**config.mk**
```make
export PLATFORM = sky130hd
export DESIGN_NAME = sram_port_arbiter
export DESIGN_NICKNAME = d
export VERILOG_FILES = /design/src/rtl/cpu_bus_pkg.sv /design/src/rtl/owner_fifo.sv /design/src/rtl/sram_port_arbiter.sv
export SDC_FILE = /design/constraint.sdc
export NUM_CORES = 1
export LEC_CHECK = 0
export CAP_MARGIN = 20
export CORE_AREA = 2 2 120 122
export CTS_CLUSTER_SIZE = 10
export DETAILED_ROUTE_END_ITERATION = 7
export DIE_AREA = 0 0 122 124
export GPL_TIMING_DRIVEN = 0
export PLACE_DENSITY_LB_ADDON = 0.12
export SLEW_MARGIN = 30
export SYNTH_ARGS = -nofsm -noshare
export SYNTH_HDL_FRONTEND = slang
export SYNTH_SLANG_ARGS = --single-unit
```
**constraint.sdc**
```tcl
create_clock -name clk -period 2.5 [get_ports clk]
set_clock_uncertainty 0.05 [all_clocks]
set_input_delay 0.375 -clock clk [delete_from_list [all_inputs] [get_ports clk]]
set_output_delay 0.375 -clock clk [all_outputs]
set_load 0.01 [all_outputs]
```
**src/rtl/cpu_bus_pkg.sv**
```systemverilog
// Shared definitions for the CPU-side sram bus: requester owner tags,
// access size encodings and the request lock state.
package cpu_bus_pkg;

    localparam logic OWNER_INST = 1'b0;
    localparam logic OWNER_DATA = 1'b1;

    localparam logic [1:0] SIZE_BYTE = 2'd0;
    localparam logic [1:0] SIZE_HALF = 2'd1;
    localparam logic [1:0] SIZE_WORD = 2'd2;

    typedef enum logic {
        LOCK_IDLE = 1'b0,
        LOCK_HELD = 1'b1
    } lock_state_e;

endpackage

```
**src/rtl/owner_fifo.sv**
```systemverilog
// In-order FIFO of 1-bit owner tags, one entry per outstanding downstream
// transaction; head names the requester that owns the next response.
module owner_fifo #(
    parameter int DEPTH = 4
) (
    input  logic                       clk,
    input  logic                       resetn,
    input  logic                       push,
    input  logic                       push_owner,
    input  logic                       pop,
    output logic                       head,
    output logic                       full,
    output logic                       empty,
    output logic [$clog2(DEPTH):0]     count
);

    localparam int PTR_W = $clog2(DEPTH);
    localparam int CNT_W = PTR_W + 1;

    logic [DEPTH-1:0] slots_q, slots_d;
    logic [PTR_W-1:0] wr_ptr_q, wr_ptr_d;
    logic [PTR_W-1:0] rd_ptr_q, rd_ptr_d;
    logic [CNT_W-1:0] count_q, count_d;
    logic             do_push;
    logic             do_pop;

    assign full    = (count_q == CNT_W'(DEPTH));
    assign empty   = (count_q == '0);
    assign count   = count_q;
    assign head    = slots_q[rd_ptr_q];
    assign do_push = push & ~full;
    assign do_pop  = pop & ~empty;

    // Pointers wrap naturally because DEPTH is a power of two.
    always_comb begin
        slots_d  = slots_q;
        wr_ptr_d = wr_ptr_q;
        rd_ptr_d = rd_ptr_q;
        count_d  = count_q;
        if (do_push) begin
            slots_d[wr_ptr_q] = push_owner;
            wr_ptr_d          = wr_ptr_q + PTR_W'(1);
        end
        if (do_pop) begin
            rd_ptr_d = rd_ptr_q + PTR_W'(1);
        end
        case ({do_push, do_pop})
            2'b10:   count_d = count_q + CNT_W'(1);
            2'b01:   count_d = count_q - CNT_W'(1);
            default: count_d = count_q;
        endcase
    end

    always_ff @(posedge clk or negedge resetn) begin
        if (!resetn) begin
            slots_q  <= '0;
            wr_ptr_q <= '0;
            rd_ptr_q <= '0;
            count_q  <= '0;
        end else begin
            slots_q  <= slots_d;
            wr_ptr_q <= wr_ptr_d;
            rd_ptr_q <= rd_ptr_d;
            count_q  <= count_d;
        end
    end

endmodule

```
**src/rtl/sram_port_arbiter.sv**
```systemverilog
// Shares one sram-like downstream port between instruction fetch and data
// access, keeping responses in order and routing each to its requester.
module sram_port_arbiter
    import cpu_bus_pkg::*;
#(
    parameter int ADDR_W      = 32,
    parameter int DATA_W      = 32,
    parameter int MAX_OUT     = 4,
    parameter int DATA_STREAK = 4
) (
    input  logic              clk,
    input  logic              resetn,

    input  logic              inst_req,
    input  logic              inst_wr,
    input  logic [1:0]        inst_size,
    input  logic [ADDR_W-1:0] inst_addr,
    input  logic [DATA_W-1:0] inst_wdata,
    output logic              inst_addr_ok,
    output logic              inst_data_ok,
    output logic [DATA_W-1:0] inst_rdata,

    input  logic              data_req,
    input  logic              data_wr,
    input  logic [1:0]        data_size,
    input  logic [ADDR_W-1:0] data_addr,
    input  logic [DATA_W-1:0] data_wdata,
    output logic              data_addr_ok,
    output logic              data_data_ok,
    output logic [DATA_W-1:0] data_rdata,

    output logic              mem_req,
    output logic              mem_wr,
    output logic [1:0]        mem_size,
    output logic [ADDR_W-1:0] mem_addr,
    output logic [DATA_W-1:0] mem_wdata,
    input  logic              mem_addr_ok,
    input  logic              mem_data_ok,
    input  logic [DATA_W-1:0] mem_rdata,

    output logic              busy,
    output logic              err_unexp_resp
);

    localparam int CNT_W    = $clog2(MAX_OUT) + 1;
    localparam int STREAK_W = $clog2(DATA_STREAK + 1);

    lock_state_e         lock_state_q, lock_state_d;
    logic                lock_owner_q, lock_owner_d;
    logic [STREAK_W-1:0] streak_q, streak_d;
    logic                err_q, err_d;

    logic                winner;
    logic                grant_req;
    logic                streak_at_max;
    logic                accept;
    logic                pop;
    logic                fifo_head;
    logic                fifo_full;
    logic                fifo_empty;
    logic [CNT_W-1:0]    fifo_count;

    assign streak_at_max = (streak_q == STREAK_W'(DATA_STREAK));

    // A held request keeps its owner; otherwise data wins unless starving inst.
    always_comb begin
        winner = OWNER_DATA;
        if (lock_state_q == LOCK_HELD) begin
            winner = lock_owner_q;
        end else if (data_req && !(inst_req && streak_at_max)) begin
            winner = OWNER_DATA;
        end else if (inst_req) begin
            winner = OWNER_INST;
        end
    end

    assign grant_req = (winner == OWNER_DATA) ? data_req : inst_req;
    assign mem_req   = resetn & ~fifo_full & grant_req;
    assign mem_wr    = (winner == OWNER_DATA) ? data_wr    : inst_wr;
    assign mem_size  = (winner == OWNER_DATA) ? data_size  : inst_size;
    assign mem_addr  = (winner == OWNER_DATA) ? data_addr  : inst_addr;
    assign mem_wdata = (winner == OWNER_DATA) ? data_wdata : inst_wdata;

    assign accept       = mem_req & mem_addr_ok;
    assign inst_addr_ok = accept & (winner == OWNER_INST);
    assign data_addr_ok = accept & (winner == OWNER_DATA);

    assign pop          = resetn & mem_data_ok & ~fifo_empty;
    assign inst_data_ok = pop & (fifo_head == OWNER_INST);
    assign data_data_ok = pop & (fifo_head == OWNER_DATA);
    assign inst_rdata   = mem_rdata;
    assign data_rdata   = mem_rdata;

    assign busy           = (fifo_count != '0);
    assign err_unexp_resp = err_q;

    owner_fifo #(
        .DEPTH (MAX_OUT)
    ) u_owner_fifo (
        .clk        (clk),
        .resetn     (resetn),
        .push       (accept),
        .push_owner (winner),
        .pop        (pop),
        .head       (fifo_head),
        .full       (fifo_full),
        .empty      (fifo_empty),
        .count      (fifo_count)
    );

    always_comb begin
        lock_state_d = lock_state_q;
        lock_owner_d = lock_owner_q;
        case (lock_state_q)
            LOCK_IDLE: begin
                if (mem_req && !mem_addr_ok) begin
                    lock_state_d = LOCK_HELD;
                    lock_owner_d = winner;
                end
            end
            LOCK_HELD: begin
                if (mem_addr_ok) begin
                    lock_state_d = LOCK_IDLE;
                end
            end
            default: lock_state_d = LOCK_IDLE;
        endcase
    end

    // The streak only measures how long inst has been kept waiting.
    always_comb begin
        streak_d = streak_q;
        if (!inst_req) begin
            streak_d = '0;
        end else if (accept && winner == OWNER_INST) begin
            streak_d = '0;
        end else if (accept && !streak_at_max) begin
            streak_d = streak_q + STREAK_W'(1);
        end
    end

    assign err_d = err_q | (mem_data_ok & fifo_empty);

    always_ff @(posedge clk or negedge resetn) begin
        if (!resetn) begin
            lock_state_q <= LOCK_IDLE;
            lock_owner_q <= OWNER_INST;
            streak_q     <= '0;
            err_q        <= 1'b0;
        end else begin
            lock_state_q <= lock_state_d;
            lock_owner_q <= lock_owner_d;
            streak_q     <= streak_d;
            err_q        <= err_d;
        end
    end

endmodule

```
* After elaboration in Yosys (flattened, before gate mapping)
Cells that the tools add are included.
** Storage, ports and cells
- Register bits after elaboration :: 17
- Output and inout bits :: 138
- Word-level logic and storage cells :: 72
** Operators by class
- Reductions and logical operators :: 13
- Order comparisons :: 3
- Mux-type cells :: 20
- Bitwise operators :: 18
- Add/sub/neg operators :: 5
- Eq/ne operators :: 5
** Operators with widths (count)
- $mux 32 :: 2
- $and 1x1->1 :: 12
- $mux 1 :: 9
- $mux 3 :: 3
- $add 3x1->3 const B :: 2
- $eq 3x3->1 const B :: 2
- $logic_and 1x1->1 :: 6
- $lt 2x3->1 const B :: 2
- $pmux 3 s2 :: 1
- $not 1->1 :: 5
- $add 2x1->2 const B :: 2
- $bwmux 4 :: 1
- $logic_not 1->1 :: 3
- $logic_not 3->1 :: 1
- $ne 3x1->1 const B :: 1
- $reduce_bool 3->1 :: 1
- $sub 3x1->3 const B :: 1
- $bmux 1 s2 :: 1
- $demux 1 s2 :: 1
- $eq 2x1->1 const B :: 1
- $eq 2x2->1 const B :: 1
- $ge 2x1->1 const B :: 1
- $mux 2 :: 1
- $pmux 1 s2 :: 1
- 3 further kinds :: 3

* Longest topological paths before layout
- Depth in word-level cells :: 13
- Gate-level depth with buffers :: 9

* Modules after synthesis
From an unflattened synthesis, not the netlist that was laid out.
** Unflattened totals
- Cell total of the unflattened synthesis :: 243
- Area total of the unflattened synthesis :: 2329.7 µm²
** By module, submodules not included
- sram_port_arbiter :: sequential area each 150.1 µm², times used 1, area an instance 1724.2 µm², cells each 189
- owner_fifo :: sequential area each 275.3 µm², times used 1, area an instance 605.6 µm², cells each 54

* Worst setup path after synthesis
Ideal clock, no wire load.
- Kind :: register to register
- From :: reg u_owner_fifo.count_q[0] (netlist: u_owner_fifo.count[0])
- To :: reg u_owner_fifo.count_q[2] (netlist: u_owner_fifo.count[2])
- Required time :: 2.327 ns
- Arrival :: 1.880 ns
- Cell stages (with the launch flop) :: 10
- Period minus slack after synthesis :: 2.053 ns
- Setup slack :: 0.447 ns
- Buffers on the path :: 0
- Cells stage by stage :: dfrtp_1 -> nor2_1 -> nand2_1 -> nand3_1 -> inv_1 -> ha_1 -> fa_1 -> xnor2_1 -> nor2_1 -> xnor2_1
** RTL lines
- start: declaration :: line owner_fifo.sv:23 : logic [CNT_W-1:0] count_q, count_d;
- start signal: assignment :: line owner_fifo.sv:64 : count_q <= count_d;
- $logic_not 3->1 (*) :: line owner_fifo.sv:28 : assign empty = (count_q == '0);
- $not 1->1 (*) :: line owner_fifo.sv:32, sram_port_arbiter.sv:88
- $and 1x1->1 :: line sram_port_arbiter.sv:88 : assign pop = resetn & mem_data_ok & ~fifo_empty;
- $and 1x1->1 (*) :: line owner_fifo.sv:32 : assign do_pop = pop & ~empty;
- via u_owner_fifo.do_pop :: line owner_fifo.sv:25 : logic do_pop;
- $eq 2x1->1 / $eq 2x2->1 (equally long branches) :: line owner_fifo.sv:47 : case ({do_push, do_pop})
- $pmux 3 s2 / $reduce_bool 2->1 (equally long branches)
Mark *: on every way through the listed nets, which the timed path passes. The rest lies on a longest branch.
A chain may end at the register's enable or synchronous reset.

* Worst setup path in the final report
- From :: reg streak_q[0]
- To :: out mem_wdata[7]
** Between the ends
- Longest elaborated chain between the ends :: 7
** Ends and longest elaborated chain
- start: declaration :: line sram_port_arbiter.sv:50 : logic [STREAK_W-1:0] streak_q, streak_d;
- start signal: assignment :: line sram_port_arbiter.sv:153 : streak_q <= streak_d;
- $eq 3x3->1 :: line sram_port_arbiter.sv:63 : assign streak_at_max = (streak_q == STREAK_W'(DATA_STREAK));
- $logic_and 1x1->1 :: line sram_port_arbiter.sv:70 : end else if (data_req && !(inst_req && streak_at_max)) begin
- $logic_not 1->1 :: line sram_port_arbiter.sv:70
- $logic_and 1x1->1 :: line sram_port_arbiter.sv:70
- $mux 1 :: line sram_port_arbiter.sv:70
- $mux 1 :: line sram_port_arbiter.sv:68 : if (lock_state_q == LOCK_HELD) begin
- $mux 32 :: line sram_port_arbiter.sv:82 : assign mem_wdata = (winner == OWNER_DATA) ? data_wdata : inst_wdata;
- end: declaration :: line sram_port_arbiter.sv:36 : output logic [DATA_W-1:0] mem_wdata,
Every way passes these cells.

==> qor.csv <==
metric,value,unit
list of most frequent post-synthesis cells,"213 x nand2_1, 68 x buf_4, 17 x dfrtp_1",
Max H-tree Level,1,
Synth area leader,nand2_1,
total core area,0.0137,mm2
synth warn,0,
post-layout worst setup margin,-0.0228,ns
dominant register cell in the synthesized netlist,dfrtp_1,
violation count after the first detailed-route iteration,107,
number of antenna repair diodes,0,
Layout area overhead,141,%
slack of the worst reg-to-reg path,0.23,ns
Critical Path RT,2.08,ns
setup tns final,-0.0524,ns
unrepaired setup endpoints after global routing,true,
via count normalized by instance count,3.81,
gpl congestion,0.753,
die height,124,um
power density over the cells,496,mW/mm2
ANT nets after route,0,
actual slew at the worst max-slew pin,0.430,ns
maximum resistive drop on vdd,0.000457,V
I/O Pins,310,
mean post-synth cell area,6.12,um2
post-synthesis cell count,368,
result of the run,"complete, but fails checks",
number of antenna violations at the first check in global routing,0,
clk_lat worst skew,0.24,ns
area of the die,0.0151,mm2
relative slew slack,71.3,%
TritonCTS clock tree,yes,
fraction of registers with async set or reset after synthesis,100,%
standard-cell rows,43,
CP endpoint kind,primary output,
layout cells sized above 1,29.0,%
input/output buffers,277,
global-route wire length before repair,17200,um
Tcrit/Tclk final,101,%
Final setup violation count,3,
synthesized cell area,0.00225,mm2
total overflow reported by the global router,0,
drt first pass iters,4,
number of cells on the worst reg-to-reg path,9,
CP startpoint kind,register,
max-cap violations,0,
Arrival @ worst endpoint,2.10,ns
final critical-path required period,2.52,ns
CTS sink cnt,17,
final worst hold slack,0.0148,ns
total routing usage reported by global routing,14.6,%
start of the worst register-to-register path,lock_state_q,
clock buffers created by TritonCTS,3,
Synth Net Count,548,
core utilization of the finished layout,39.5,%
initial core utilization,16.4,%
final HPWL from detailed placement,10500,um
Total Routed Length,12600,um
capture point of the worst reg-to-reg path,u_owner_fifo.count[2],
pin count of the biggest net entering global routing,20,
Crit Path Class,reg -> out,
count of nets after finishing,851,
Root Buffer,clkbuf_16,
total via count in the routed design,3238,
wire length per cell,14.8,um
number of max-slew violations in the final report,0,
number of endpoints with negative hold slack in the final report,0,
clock transition time at the flip-flop clock pins of the worst setup and hold paths,0.05,ns
Die X,122,um
flip-flop and latch count after synthesis,17,
highest clock frequency the design can meet,396,MHz
cells taking the most area after synthesis,"nand2_1 36%, buf_4 23%, dfrtp_1 19%",
most repeated cell in the gate-level netlist after synthesis,nand2_1,
violations in the final reports,setup timing,
detailed-route DRC error count,0,
number of buffers on the longest clock path,2,
number of synthesized flops with an enable pin,0,
count of unique library cells instantiated by Yosys,33,
class of the tightest hold or removal check,in -> async,
post-synthesis sequential area ratio,18.9,%
"critical path fanouts, max",6,
fraction of post-synthesis cell area in the top cell type by area,35.5,%
number of global-route vias before repair,3121,
leakage power,2.69,nW
## cells in the final DEF, fill, tap and decap left out, types with 5 or more instances in the layout
cell type        instances
buf_4                   80
inv_1                    5
buf_6                   18
clkbuf_2                42
buf_2                   16
nor2_1                   8
nand2_2                  9
ha_1                     6
dfrtp_1                 17
clkdlybuf4s50_1        205
xnor2_1                  6
clkbuf_8                 6
buf_8                    5
nand2_1                204
## area by class of cell
| type | instances | area, um2 |
|---|---|---|
| fillers | 1421 | 8310 |
| repair buffers | 298 | 2690 |
| multi-input cells | 263 | 1270 |
| plain buffers | 80 | 691 |
| flip-flops and latches | 17 | 425 |
| well taps | 180 | 225 |
| clock buffers | 4 | 78.8 |
| inverters | 8 | 30.0 |
## critical path: stages (launching register included)
cell     delay [ns]
dfrtp_1        0.40
inv_2          0.09
ha_4           0.14
nand2_2        0.05
a21o_1         0.20
o21ai_4        0.15
buf_12         0.12
buf_6          0.09
buf_6          0.08
buf_6          0.11
buf_6          0.11
buf_6          0.10
nand2_2        0.04
nand2_2        0.06
buf_6          0.10
## logic make-up after synthesis
group / count (synthesis) / share of synthesized area (%)
and+or+nand+nor: 227 / 38.6
buffers and inverters: 88 / 26.4
DFF: 17 / 18.9
AOI/OAI and AO/OA: 15 / 5.00
adders and majority gates: 8 / 4.78
muxes: 7 / 4.00
xor gates and xnor gates: 6 / 2.33
## where the power goes
part	internal (mW)	switching (mW)	total [mW]
clock	0.216	0.104	0.321
combinational	1.05	0.828	1.88
sequential	0.390	0.0968	0.487
total	1.66	1.03	2.68
## registers in the layout, indices dropped and copies added, names as in the netlist
register and count:
u_owner_fifo.slots_q 4, streak_q 3, u_owner_fifo.count 3, u_owner_fifo.rd_ptr_q 2
u_owner_fifo.wr_ptr_q 2, err_unexp_resp 1, lock_owner_q 1, lock_state_q 1
## layer usage
layer	part of all wire (%)	routed length, um	global-route usage (%)	vias to the layer above
met5	0	0	0	-
met2	53	6660	27.9	136
met4	1.3	165	2.51	0
met3	9.1	1140	4.08	10
met1	37	4600	16.3	1429
li1	-	-	-	1663
## per-stage QoR
step                instance area, um2  power [mW]  setup WS, ns  cells
floorplan                         2250        1.32         0.447    368
global placement                  5250        2.30        -0.744    825
detailed placement                5250        2.32        -0.779    825
CTS                               5550        2.71       -0.0596    844
global route                      5410        2.90        -0.120    850
finish                            5410        2.68       -0.0228    850
## worst max path at each step
stage,from,slack [ns],to,cells past startpoint
3_3_place_gp,resetn,-0.74,u_owner_fifo.count[2],9
2_1_floorplan,u_owner_fifo.count[0],0.45,u_owner_fifo.count[2],9
4_1_cts,streak_q[0],-0.06,mem_wdata[0],14
5_1_grt,streak_q[0],-0.12,mem_wdata[2],14
6_report,streak_q[0],-0.02,mem_wdata[7],14
3_5_place_dp,resetn,-0.78,u_owner_fifo.count[2],9
## repair_timing
item / CTS / global route
setup endpoints to repair: 75 / 69
hold buffers: 0 / 0
setup buffers: 15 / 6
pin swaps: 7 / 10
cloned: 1 / 0
hold endpoints to repair: 0 / 0
resized for setup: 193 / 119
(Power assumes the default switching activity.)
